## config.mk

```make
export PLATFORM = sky130hd
export DESIGN_NAME = div_seq
export DESIGN_NICKNAME = d
export VERILOG_FILES = /design/src/rtl/div_seq.sv
export SDC_FILE = /design/constraint.sdc
export NUM_CORES = 1
export LEC_CHECK = 0
export ABC_CLOCK_PERIOD_IN_PS = 2200
export BUFFER_PORTS_ARGS = -buffer_cell sky130_fd_sc_hd__buf_2
export CAP_MARGIN = 40
export CORE_MARGIN = 4
export CORE_UTILIZATION = 53
export CTS_BUF_LIST = sky130_fd_sc_hd__clkbuf_8
export DETAILED_ROUTE_END_ITERATION = 6
export PLACE_DENSITY_LB_ADDON = 0.3
export SLEW_MARGIN = 20
export SYNTH_ARGS = -nofsm -noshare
export SYNTH_HDL_FRONTEND = slang
export SYNTH_SLANG_ARGS = --single-unit
```

## constraint.sdc

```tcl
create_clock -name ck -period 2.2 [get_ports ck]
set_clock_uncertainty 0.15 [all_clocks]
set_input_delay 0.11 -clock ck [delete_from_list [all_inputs] [get_ports ck]]
set_output_delay 0.11 -clock ck [all_outputs]
set_load 0.02 [all_outputs]
```

## src/rtl/div_seq.sv

```systemverilog
// Sequential restoring divider: NW-bit dividend by DW-bit divisor, one quotient bit per clock.
// Same start/fin handshake as the shift-add multiplier; dz flags a zero divisor.
module div_seq #(
    parameter int NW = 16,
    parameter int DW = 8
) (
    input  logic          ck,
    input  logic          rst,
    input  logic [NW-1:0] N,
    input  logic [DW-1:0] D,
    input  logic          start,
    output logic [NW-1:0] Q,
    output logic [DW-1:0] R,
    output logic          fin,
    output logic          dz
);

    localparam int CW = (NW > 1) ? $clog2(NW) : 1;
    localparam logic [CW-1:0] LAST = CW'(NW - 1);

    localparam logic [1:0] IDLE = 2'd0;
    localparam logic [1:0] CALC = 2'd1;
    localparam logic [1:0] DONE = 2'd2;

    logic [1:0]    state_reg;
    // Dividend bits leave at the MSB while quotient bits enter at the LSB,
    // so one register carries both.
    logic [NW-1:0] work_reg;
    logic [DW-1:0] dvs_reg;
    logic [DW-1:0] part_reg;
    logic [CW-1:0] count_reg;

    logic [DW:0]   trial;
    logic          take;
    logic [DW-1:0] diff;
    logic [DW-1:0] part_next;
    logic [NW-1:0] work_next;

    // The partial is always below the divisor, so the shifted trial needs only
    // one extra bit for the compare; the subtraction result fits back in DW bits.
    always_comb begin
        trial     = {part_reg, work_reg[NW-1]};
        take      = (trial >= {1'b0, dvs_reg});
        diff      = trial[DW-1:0] - dvs_reg;
        part_next = take ? diff : trial[DW-1:0];
        work_next = {work_reg[NW-2:0], take};
    end

    always_ff @(posedge ck) begin
        if (rst) begin
            state_reg <= IDLE;
            work_reg  <= '0;
            dvs_reg   <= '0;
            part_reg  <= '0;
            count_reg <= '0;
            Q         <= '0;
            R         <= '0;
            fin       <= 1'b0;
            dz        <= 1'b0;
        end else begin
            case (state_reg)
                IDLE: begin
                    if (start) begin
                        if (D != '0) begin
                            work_reg  <= N;
                            dvs_reg   <= D;
                            part_reg  <= '0;
                            count_reg <= '0;
                            state_reg <= CALC;
                        end else begin
                            Q         <= '1;
                            R         <= '1;
                            dz        <= 1'b1;
                            fin       <= 1'b1;
                            state_reg <= DONE;
                        end
                    end
                end
                CALC: begin
                    work_reg  <= work_next;
                    part_reg  <= part_next;
                    count_reg <= count_reg + 1'b1;
                    if (count_reg == LAST) begin
                        Q         <= work_next;
                        R         <= part_next;
                        dz        <= 1'b0;
                        fin       <= 1'b1;
                        state_reg <= DONE;
                    end
                end
                DONE: begin
                    fin       <= 1'b0;
                    state_reg <= IDLE;
                end
                default: state_reg <= IDLE;
            endcase
        end
    end

endmodule

```

== After elaboration in Yosys (flattened, before gate mapping) ==
Index checks and enable logic that the tools add are counted.

* Magnitude comparators: 1
* Eq/ne operators: 7
* Multiplexer cells: 28
* Add/sub/neg operators: 2
* Reduce and logical (&&, ||, !) cells: 9

{| class="wikitable"
|+ Operator list
! cell !! count
|-
| $mux 16 || 5
|-
| $pmux 16 s2 || 2
|-
| $mux 8 || 6
|-
| $pmux 8 s2 || 2
|-
| $ge 9x8->1 || 1
|-
| $mux 4 || 2
|-
| $ne 2x2->1 const B || 4
|-
| $pmux 4 s2 || 1
|-
| $reduce_and 4->1 || 2
|-
| $reduce_bool 8->1 || 1
|-
| $sub 8x8->8 || 1
|-
| $mux 2 || 3
|-
| $reduce_and 3->1 || 2
|-
| $add 4x1->4 const B || 1
|-
| $eq 4x4->1 const B || 1
|-
| $mux 1 || 4
|-
| $pmux 2 s2 || 1
|-
| $pmux 1 s3 || 1
|-
| $reduce_bool 3->1 || 1
|-
| $eq 2x1->1 const B || 1
|-
| $eq 2x2->1 const B || 1
|-
| $logic_not 2->1 || 1
|-
| $pmux 1 s2 || 1
|-
| $reduce_and 2->1 || 1
|-
| $reduce_bool 2->1 || 1
|}

* Output and inout bits: 26
* Input port bits: 27
* Word-level logic and storage cells: 56
* Bits in registers: 64

== Depth between registers and ports, before layout ==
Gate-level depths: netlist of the first run.

* Depth in word-level cells: 4
* Gate-level depth with buffers: 10
* Mapped depth without buffers: 9

== Worst setup path after synthesis of the first run ==
Ideal clock, no wire load.

* Kind: register -> register
* Start point: register dvs_reg[6]
* End point: register part_reg[7]
* Clock period less this slack: 2.330 ns
* Data required time: 1.933 ns
* Path buffers: 2
* Arrival: 2.062 ns
* Slack: -0.130 ns
* Cell stages (with the launch flop): 10
* Library setup time: 0.117 ns
* Path through: dfxtp_1 > inv_1 > ha_1 > buf_6 > a21o_1 > and2_4 > or3_1 > clkbuf_1 > or3_1 > a32o_1

* Longest elaborated chain between the ends: 3
* Elaborated cells on any way between the ends: 4
* Classes of those cells: add/sub (1); order compare (1); mux (2)

{| class="wikitable"
|+ Ends and longest elaborated chain
! item !! line !! RTL
|-
| from (decl) || 29 || <nowiki>logic [DW-1:0] dvs_reg;</nowiki>
|-
| from (signal assigned) || 53 || <nowiki>dvs_reg <= '0;</nowiki>
|-
| from (signal assigned) || 66 || <nowiki>dvs_reg <= D;</nowiki>
|-
| $sub 8x8->8 or $ge 9x8->1 (tied branches) || 44, 43 ||
|-
| $mux 8 * || 45 || <nowiki>part_next = take ? diff : trial[DW-1:0];</nowiki>
|-
| $pmux 8 s2 * || 61 || <nowiki>case (state_reg)</nowiki>
|-
| to (signal assigned) || 81 || <nowiki>part_reg <= part_next;</nowiki>
|-
| to (decl) || 30 || <nowiki>logic [DW-1:0] part_reg;</nowiki>
|}

Mark *: on every way between the ends. The rest lies on a longest branch, timed or not.
A chain may end at the register's enable or synchronous reset.

== Worst setup path after layout of the first run ==
* Start point: register dvs_reg[7]
* End point: register part_reg[6]

* Longest elaborated chain between the ends: 3

{| class="wikitable"
|+ Ends and longest elaborated chain
! item !! line !! RTL
|-
| $ge 9x8->1 || 43 || <nowiki>take = (trial >= {1'b0, dvs_reg});</nowiki>
|-
| $mux 8 || 45 ||
|-
| $pmux 8 s2 || 61 ||
|}

Every way passes these cells.

==> results of run 1 <==
==> routing by layer <==
| metal | wire length, um | part of all wire [%] | up-vias | global-route usage [%] |
|---|---|---|---|---|
| met5 | 0 | 0 | - | 0 |
| met4 | 665 | 5.9 | 0 | 11.5 |
| met3 | 1120 | 9.9 | 77 | 5.76 |
| met2 | 5020 | 45 | 264 | 39.1 |
| met1 | 4470 | 40 | 1674 | 35.5 |
| li1 | - | - | 1662 | - |
==> power by group <==
part	switching, W	total [W]	internal [W]
Clock	0.000520	0.00117	0.000651
Combinational	0.000706	0.00133	0.000624
Sequential	0.0000568	0.00127	0.00122
==> worst min-delay path by stage <==
stage / to / slack [ns] / from
CTS: state_reg[0]$_SDFFE_PP0P_ / 0.07 / start
finish: state_reg[0]$_SDFFE_PP0P_ / 0.09 / start
global route: state_reg[0]$_SDFFE_PP0P_ / 0.12 / start
detailed placement: R[0]$_SDFFE_PP0P_ / 0.22 / rst
floorplan: dvs_reg[2]$_SDFFE_PP0P_ / 0.1 / D[2]
global placement: dvs_reg[5]$_SDFFE_PP0P_ / 0.21 / D[5]
==> synthesized netlist by cell type, types with 2 or more instances <==
cell type and number:
nand4_1 2, nor3_1 24, buf_4 2, o21ai_0 8
o22ai_1 4, a31oi_1 5, a21o_1 3, or3_1 3
nor2b_1 2, o2111a_1 2, a211oi_1 9, or4_1 2
a311oi_1 18, nor4b_1 2, buf_2 4, inv_1 16
nand2b_1 2, nor2_1 63, o211ai_1 4, clkbuf_1 22
xnor2_1 2, nor4_1 16, or2_2 2, a22oi_1 3
nand3_1 7, a211o_1 5, a31o_2 2, dfxtp_1 64
ha_1 9, nand2_1 42, a21oi_1 16, a22o_1 2
nor4_2 2, xor2_1 3
==> area by class of cell <==
cell class | count | area [um^2] | share of cell area (%)
Multi-Input combinational cell | 285 | 1910 | 42.1
Sequential cell | 64 | 1290 | 28.3
Timing Repair Buffer | 129 | 966 | 21.2
Clock buffer | 9 | 124 | 2.72
Clock inverter | 7 | 105 | 2.31
Tap cell | 72 | 90.1 | 1.98
Inverter | 16 | 60.1 | 1.32
==> tightest hold or removal path, delay by kind of cell <==
kind,cells,cell delay (ns)
buffers and inverters,2,0.21
AOI/OAI and AO/OA,2,0.19
and+or+nand+nor,1,0.05
==> stage by stage <==
step | instances | instance area [um^2] | worst slack, ns | util [%] | power [W]
4_1_cts | 574 | 4290 | -0.0316 | 75.5 | 0.00339
3_5_place_dp | 533 | 3800 | -0.0492 | 66.9 | 0.00218
5_1_grt | 582 | 4550 | -0.248 | 80.1 | 0.00390
6_report | 582 | 4550 | -0.213 | 80.1 | 0.00378
3_3_place_gp | 533 | 3800 | -0.00319 | 66.9 | 0.00217
2_1_floorplan | 394 | 3230 | -0.00630 | - | 0.00186
==> kinds of logic after synthesis <==
family	after synthesis	share of synthesized area [%]
flip-flops	64	40.2
AND/OR/NAND/NOR	174	25.5
multiplexers	2	0.667
XOR/XNOR	5	1.37
adder cells (fa/ha/maj)	10	4.16
buffers and inverters	46	6.08
AO/OA/AOI/OAI	93	22.0
==> timing repair <==
| item | CTS | global route |
|---|---|---|
| hold buffers | 24 | 0 |
| hold endpoints to repair | 25 | 0 |
| resized for setup | 2 | 44 |
| setup endpoints to repair | 7 | 18 |
| cloned | 0 | 2 |
| buffers inserted | 1 | 6 |
| pin swaps | 0 | 17 |
==> metrics.txt, run 1 <==
main flop type after synthesis dfxtp_1; most frequent cells in the layout nor2_1, dfxtp_1, buf_2; EDFF count, synth 0; PD cells 830 mW/mm^2; CP Capture Point part_reg[6]$_SDFFE_PP0P_; critical setup path kind flip-flop to flip-flop; Starting DRT DRC Count 440; most area-hungry cell type in the Yosys netlist dfxtp_1; largest net degree at the start of global routing 50; fmax 414 MHz; Slew HR 60.7%; critical path depth 7; clock sinks between 60 and 70; Setup crit start dvs_reg[7]$_SDFFE_PP0P_; max cap viols 0; worst min-delay path class input pin to flip-flop; crit path max fanout 6; worst-margin pin slew roughly 0.58 ns; Placer Congestion 0.957; final setup violation count 17; cells on worst reg2reg path 7; failing checks design-rule violations, negative setup slack; Period minus WS final ~2.4 ns; FF-to-FF End part_reg[6]$_SDFFE_PP0P_; slowest CP cell a2111o_1; cell chain of the critical path inv_2, ha_4, nand2_1, a2111o_1, a31oi_4, o22ai_1, a221oi_1; first-pass GRT wire length between 10000 and 15000 um; Total GRT Usage 25.9%; synthesized net count 431; status finished, violations left; post-synth top area share approximately two fifths; crit path launch type flip-flop; synth warn 0; starting density of the core 56.2%; Root Buffer clkbuf_8; Worst EP arrival 2.51 ns; fin worst setup slack -0.213 ns; Fin Hold WS ~0.090 ns; clock-pin slew on the worst setup and hold paths 0.08 ns; register area share after synthesis 40.2%; synthesis-stage register bit count 64; top cells by area, synth dfxtp_1, nor2_1, a311oi_1; I/O pin total 53; area of the core around 0.0057 mm^2; via/cell ratio 6.32; r2r setup slk -0.21 ns; Avg Inst Size Synth approximately 8 um^2; commonest non-fill, non-tap cell in the layout nor2_1; share of cells above drive strength 1 32.9%; Peak VDD IR about 0.60 mV; WP buf/inv 1; Async SR Flop Fraction 0%; ant diodes 0; CTS tree yes; WL/cell 19.4 um; final worst-path cycle share 110%; WP data required roughly 2.3 ns; clock buffer count from CTS 9; antenna violations before repair 0; fin nets 542; Yosys cell types 56; total global routing overflow 0; post-route ant nets 0; drt drc 2; Filler cells 344; Cells after Synth just under 400; synthesis-to-finish area growth 42.6%; worst hold stages 5; Hold Vio Cnt, Final 0; DRT Pass-1 Iters 7; max-slew violation count 0; top cell family by delay on the critical path compound AO/OA/AOI/OAI gates; Post-Syn Area approximately 0.0032 mm^2; Final HPWL DP 6380 um; Total Wirelength about 11000 um; Total Die Area 0.00732 mm^2; Worst Setup End Kind flip-flop; worst-skew pair later-pin latency 0.35 ns; htree depth 3; Rows 27; CP max stage delay 0.53 ns; RSZ-0062 raised after global routing true; Vias 3677; Pleak around 1.9 nW; FF-to-FF Start dvs_reg[7]$_SDFFE_PP0P_; Longest Clk Path Bufs 2; Setup TNS -1.89 ns; Port Buf Inserts 52; vias in the first global route 3054; Die Width approximately 86 um; die height 85.6 um
Power figures use the tool's default switching activity.
==> run 2, diff against run 1 <==
- CORE_UTILIZATION: 53 -> 25
- GPL_TIMING_DRIVEN: not set -> 0
- PLACE_DENSITY: not set -> 0.42
- PLACE_DENSITY_LB_ADDON: 0.3 -> not set
==> metrics.txt, run 2 (synthesis gave the netlist of run 1 again) <==
first-pass GRT wire length 17300 um; Util after Layout between 30% and 40%; fin worst setup slack -0.00579 ns; Rows 40; post-route cell area 0.00458 mm^2; Vias about 3300; RSZ-0062 raised after global routing true; I/O pin total 53; PD cells between 700 and 800 mW/mm^2; CTS tree yes; ant diodes 0; crit path launch type flip-flop; final setup violation count 2; FF-to-FF End part_reg[0]$_SDFFE_PP0P_; via/cell ratio 4.88; Peak VDD IR 0.253 mV; Setup crit start dvs_reg[4]$_SDFFE_PP0P_; max cap viols 0; CP Capture Point part_reg[0]$_SDFFE_PP0P_; post-route ant nets 0; Root Buffer clkbuf_8; starting density of the core 26.0%; clock buffer count from CTS 9; vias in the first global route 3363; total global routing overflow 0; worst-skew pair later-pin latency 0.34 ns; Overall Power 0.00357 W; Worst Setup End Kind flip-flop; drt drc 0; Setup WS pre-CTS -0.287 ns; largest net degree at the start of global routing 12; critical setup path kind flip-flop to flip-flop; crit path max fanout 7; r2r setup slk -0.006 ns; commonest non-fill, non-tap cell in the layout nor2_1; worst-margin pin slew 0.692 ns; fin nets 535; Pleak 1.79 nW; Starting DRT DRC Count 145; WP data required about 2.3 ns; Port Buf Inserts 51; Hold Vio Cnt, Final 0; Post-DP Area approximately 0.0037 mm^2; htree depth 3; Worst EP arrival 2.28 ns; Slew HR between 50% and 60%; area of the core 0.0123 mm^2; Placer Congestion 0.778; Period minus WS final between 2 and 2.5 ns; synthesis-to-finish area growth 43.6%; status finished, violations left; die height 121 um; antenna violations before repair 0; max-slew violation count 0; FF-to-FF Start dvs_reg[4]$_SDFFE_PP0P_; Total Die Area between 0.01 and 0.015 mm^2; clock-pin slew on the worst setup and hold paths approximately 0.07 ns; final worst-path cycle share 100%; share of cells above drive strength 1 about a third; Die Width around 120 um; failing checks negative setup slack; WL/cell 16.1 um; DRT Pass-1 Iters 4; most frequent cells in the layout nor2_1, dfxtp_1, buf_2; worst min-delay path class input pin to flip-flop; cells on worst reg2reg path 8; Total Wirelength about 11000 um; Fin Hold WS 0.0342 ns; Total GRT Usage 15.1%; Longest Clk Path Bufs 2; fmax about 450 MHz; Final HPWL DP 7510 um; Worst Hold Launch rst; clock sinks 64
[run 2: cell types whose count changed in the layout (fill, tap and decap cells not counted), sizes merged]
cell         before  now
inv              17   16
a31oi             7    6
dlygate4sd3      24   23
clkinv            3    2
buf             104   81
clkbuf           10   29
[run 2: where the power goes]
part           internal [W]  switching [W]  total, W
logic              0.000524       0.000611   0.00114
clock network      0.000663       0.000489   0.00115
registers           0.00122      0.0000648   0.00128
total               0.00241        0.00117   0.00357
[run 2: what timing repair did]
action / 4_1_cts / 5_1_grt
setup buffers: 15 / 8
pin swaps: 12 / 20
endpoints found under the setup margin: 47 / 55
gates resized for setup: 31 / 41
endpoints found under the hold margin: 23 / 0
hold buffers: 23 / 0
gates cloned: 1 / 0
[run 2: worst min path at each step]
| stage | to | slack (ns) | cells after the start |
|---|---|---|---|
| 2_1_floorplan | dvs_reg[2]$_SDFFE_PP0P_ | 0.1 | 2 |
| 3_3_place_gp | dvs_reg[4]$_SDFFE_PP0P_ | 0.22 | 3 |
| 3_5_place_dp | dvs_reg[6]$_SDFFE_PP0P_ | 0.22 | 3 |
| 4_1_cts | part_reg[6]$_SDFFE_PP0P_ | 0.05 | 2 |
| 5_1_grt | part_reg[6]$_SDFFE_PP0P_ | 0.06 | 2 |
| 6_report | part_reg[6]$_SDFFE_PP0P_ | 0.03 | 2 |
[run 2: critical path, cell delays in order, from the launching register on]
cell,delay [ns]
dfxtp_2,0.35
inv_4,0.05
ha_4,0.28
o21ai_4,0.05
a2111o_1,0.41
a31oi_4,0.30
buf_6,0.16
nor4_2,0.04
or3_1,0.29
[run 2: stage by stage]
| stage | setup TNS, ns | cells |
|---|---|---|
| after floorplan | -0.00630 | 394 |
| after global placement | -5.45 | 613 |
| after detailed placement | -5.05 | 614 |
| after CTS | -0.183 | 663 |
| after global routing | -0.650 | 670 |
| final | -0.00624 | 670 |
[run 2: area by class of cell]
class | count | area (um^2)
Tap cell | 168 | 210
Multi-Input combinational cell | 284 | 1990
Fill cell | 1277 | 7680
Clock inverter | 5 | 81.3
Sequential cell | 64 | 1300
Inverter | 16 | 62.6
Timing Repair Buffer | 99 | 678
Clock buffer | 10 | 138
Buffer | 24 | 123
[run 2: per-layer routing]
| layer | routed length [um] | global-route usage, % |
|---|---|---|
| met5 | 0 | 0 |
| met4 | 250 | 6.80 |
| met3 | 514 | 2.75 |
| met2 | 4780 | 22.6 |
| met1 | 5240 | 21.0 |
==> run 3, diff against run 2 <==
- ABC_CLOCK_PERIOD_IN_PS: 2200 -> 2800
- CELL_PAD_IN_SITES_DETAIL_PLACEMENT: not set -> 0
- CELL_PAD_IN_SITES_GLOBAL_PLACEMENT: not set -> 1
- PLACE_DENSITY: 0.42 -> not set
- PLACE_DENSITY_LB_ADDON: not set -> 0.12
- clock period: 2.2 -> 2.8 ns (I/O delays scaled with it)
==> metrics.txt, run 3 (synthesis gave the netlist of run 1 again) <==
commonest non-fill, non-tap cell in the layout dfxtp_1; Peak VDD IR ~0.27 mV; largest net degree at the start of global routing 11; Setup WS pre-CTS 0.123 ns; I/O pin total 53; Die Width 121 um; ant diodes 0; Util after Layout about 33%; most frequent cells in the layout dfxtp_1, nor2_1, buf_2; max cap viols 0; drt drc 0; worst-skew pair later-pin latency 0.35 ns; status complete, no violations; Setup TNS 0 ns; Total Wirelength 10700 um; worst min-delay path class input pin to flip-flop; Slew HR a little under three fifths; crit path launch type flip-flop; Vias 3186; vias in the first global route roughly 3200; final worst-path cycle share between 90 and 100%; synthesis-to-finish area growth 27.0%; Filler cells 1341; # placed instances about 610; Placer Congestion 0.793; post-route ant nets 0; Rows 40; Final HPWL DP 7910 um; worst-margin pin slew 0.637 ns; first-pass GRT wire length about 17000 um; crit path max fanout 10; Setup crit start part_reg[5]$_SDFFE_PP0P_; starting density of the core 26.0%; share of cells above drive strength 1 18.0%; Root Buffer clkbuf_8; number of setup buffers added after CTS 0; DRT Pass-1 Iters 6; Worst Setup End Kind flip-flop; Total GRT Usage 15.3%; Pleak 1.62 nW; clock-pin slew on the worst setup and hold paths 0.07 ns; Port Buf Inserts 51; PD cells between 500 and 600 mW/mm^2; via/cell ratio about 4.9; fmax about 390 MHz; total global routing overflow 0; FF-to-FF Start part_reg[5]$_SDFFE_PP0P_; WP data required 2.90 ns; htree depth 3; final setup violation count 0; Period minus WS final around 2.6 ns; RSZ-0062 raised after global routing false; clock sinks between 60 and 70; fin nets 517; max-slew violation count 0; antenna violations before repair 0; area of the core about 0.012 mm^2; WL/cell 16.4 um; die height ~120 um; clock buffer count from CTS 9; Post-DP Area 0.00366 mm^2; CTS tree yes; fin worst setup slack 0.233 ns; Total Die Area 0.0146 mm^2; Worst Hold Launch rst; critical setup path kind flip-flop to flip-flop; Hold Vio Cnt, Final 0; Starting DRT DRC Count 198; Longest Clk Path Bufs 2; Worst EP arrival 2.66 ns; post-route cell area 0.00405 mm^2; Non-Filler Instances 652
## run 3: changes by cell type in the layout (fill, tap and decap cells not counted), sizes merged
cell and delta:
clkbuf +3, inv +2, buf -22, clkinv +1
bufinv -2
## run 3: per-layer routing
layer | routed length, um | global-route usage (%)
met5 | 0 | 0
met4 | 101 | 4.25
met3 | 472 | 3.68
met2 | 4770 | 23.5
met1 | 5350 | 21.3
## run 3: worst max-delay path: stages, from the launching register on
cell      delay, ns
dfxtp_1        0.39
ha_1           0.26
buf_6          0.13
a21o_1         0.22
and2_4         0.18
nor3_2         0.28
clkbuf_1       0.43
a211oi_1       0.14
a211o_1        0.27
## run 3: path summary, 6_finish.rpt
kind / endpoint / slack, ns / depth (start not counted)
hold / removal: part_reg[6]$_SDFFE_PP0P_ / 0.09 / 2
hold reg to reg: Q[12]$_SDFFE_PP0P_ / 0.35 / 2
setup / recovery: part_reg[4]$_SDFFE_PP0P_ / 0.23 / 8
setup reg to reg: part_reg[4]$_SDFFE_PP0P_ / 0.23 / 8
## run 3: cell type report
type	count	area, um^2	area share, %
Multi-Input combinational cell	284	1720	42.5
Sequential cell	64	1280	31.6
Timing Repair Buffer	75	490	12.1
Tap cell	168	210	5.19
Buffer	30	134	3.31
Clock buffer	9	124	3.06
Inverter	16	60.1	1.48
Clock inverter	6	30.0	0.742
## run 3: what timing repair did
item                       in CTS  in global routing
hold endpoints to repair       23                  0
setup endpoints to repair       0                  2
resized for setup               0                  1
hold buffers                   23                  0
## run 3: through the flow
step | hold slack, ns | total power [W]
after detailed placement | 0.258 | 0.00164
after global placement | 0.251 | 0.00165
after global routing | 0.130 | 0.00247
after CTS | 0.0861 | 0.00235
after floorplan | 0.129 | 0.00145
final | 0.0870 | 0.00233
## run 3: where the power goes
part           internal (W)  leakage [nW]  switching, W  total, W
Clock              0.000305        0.0872      0.000364  0.000668
Sequential         0.000956         0.522     0.0000454   0.00100
Combinational      0.000251          1.01      0.000405  0.000656
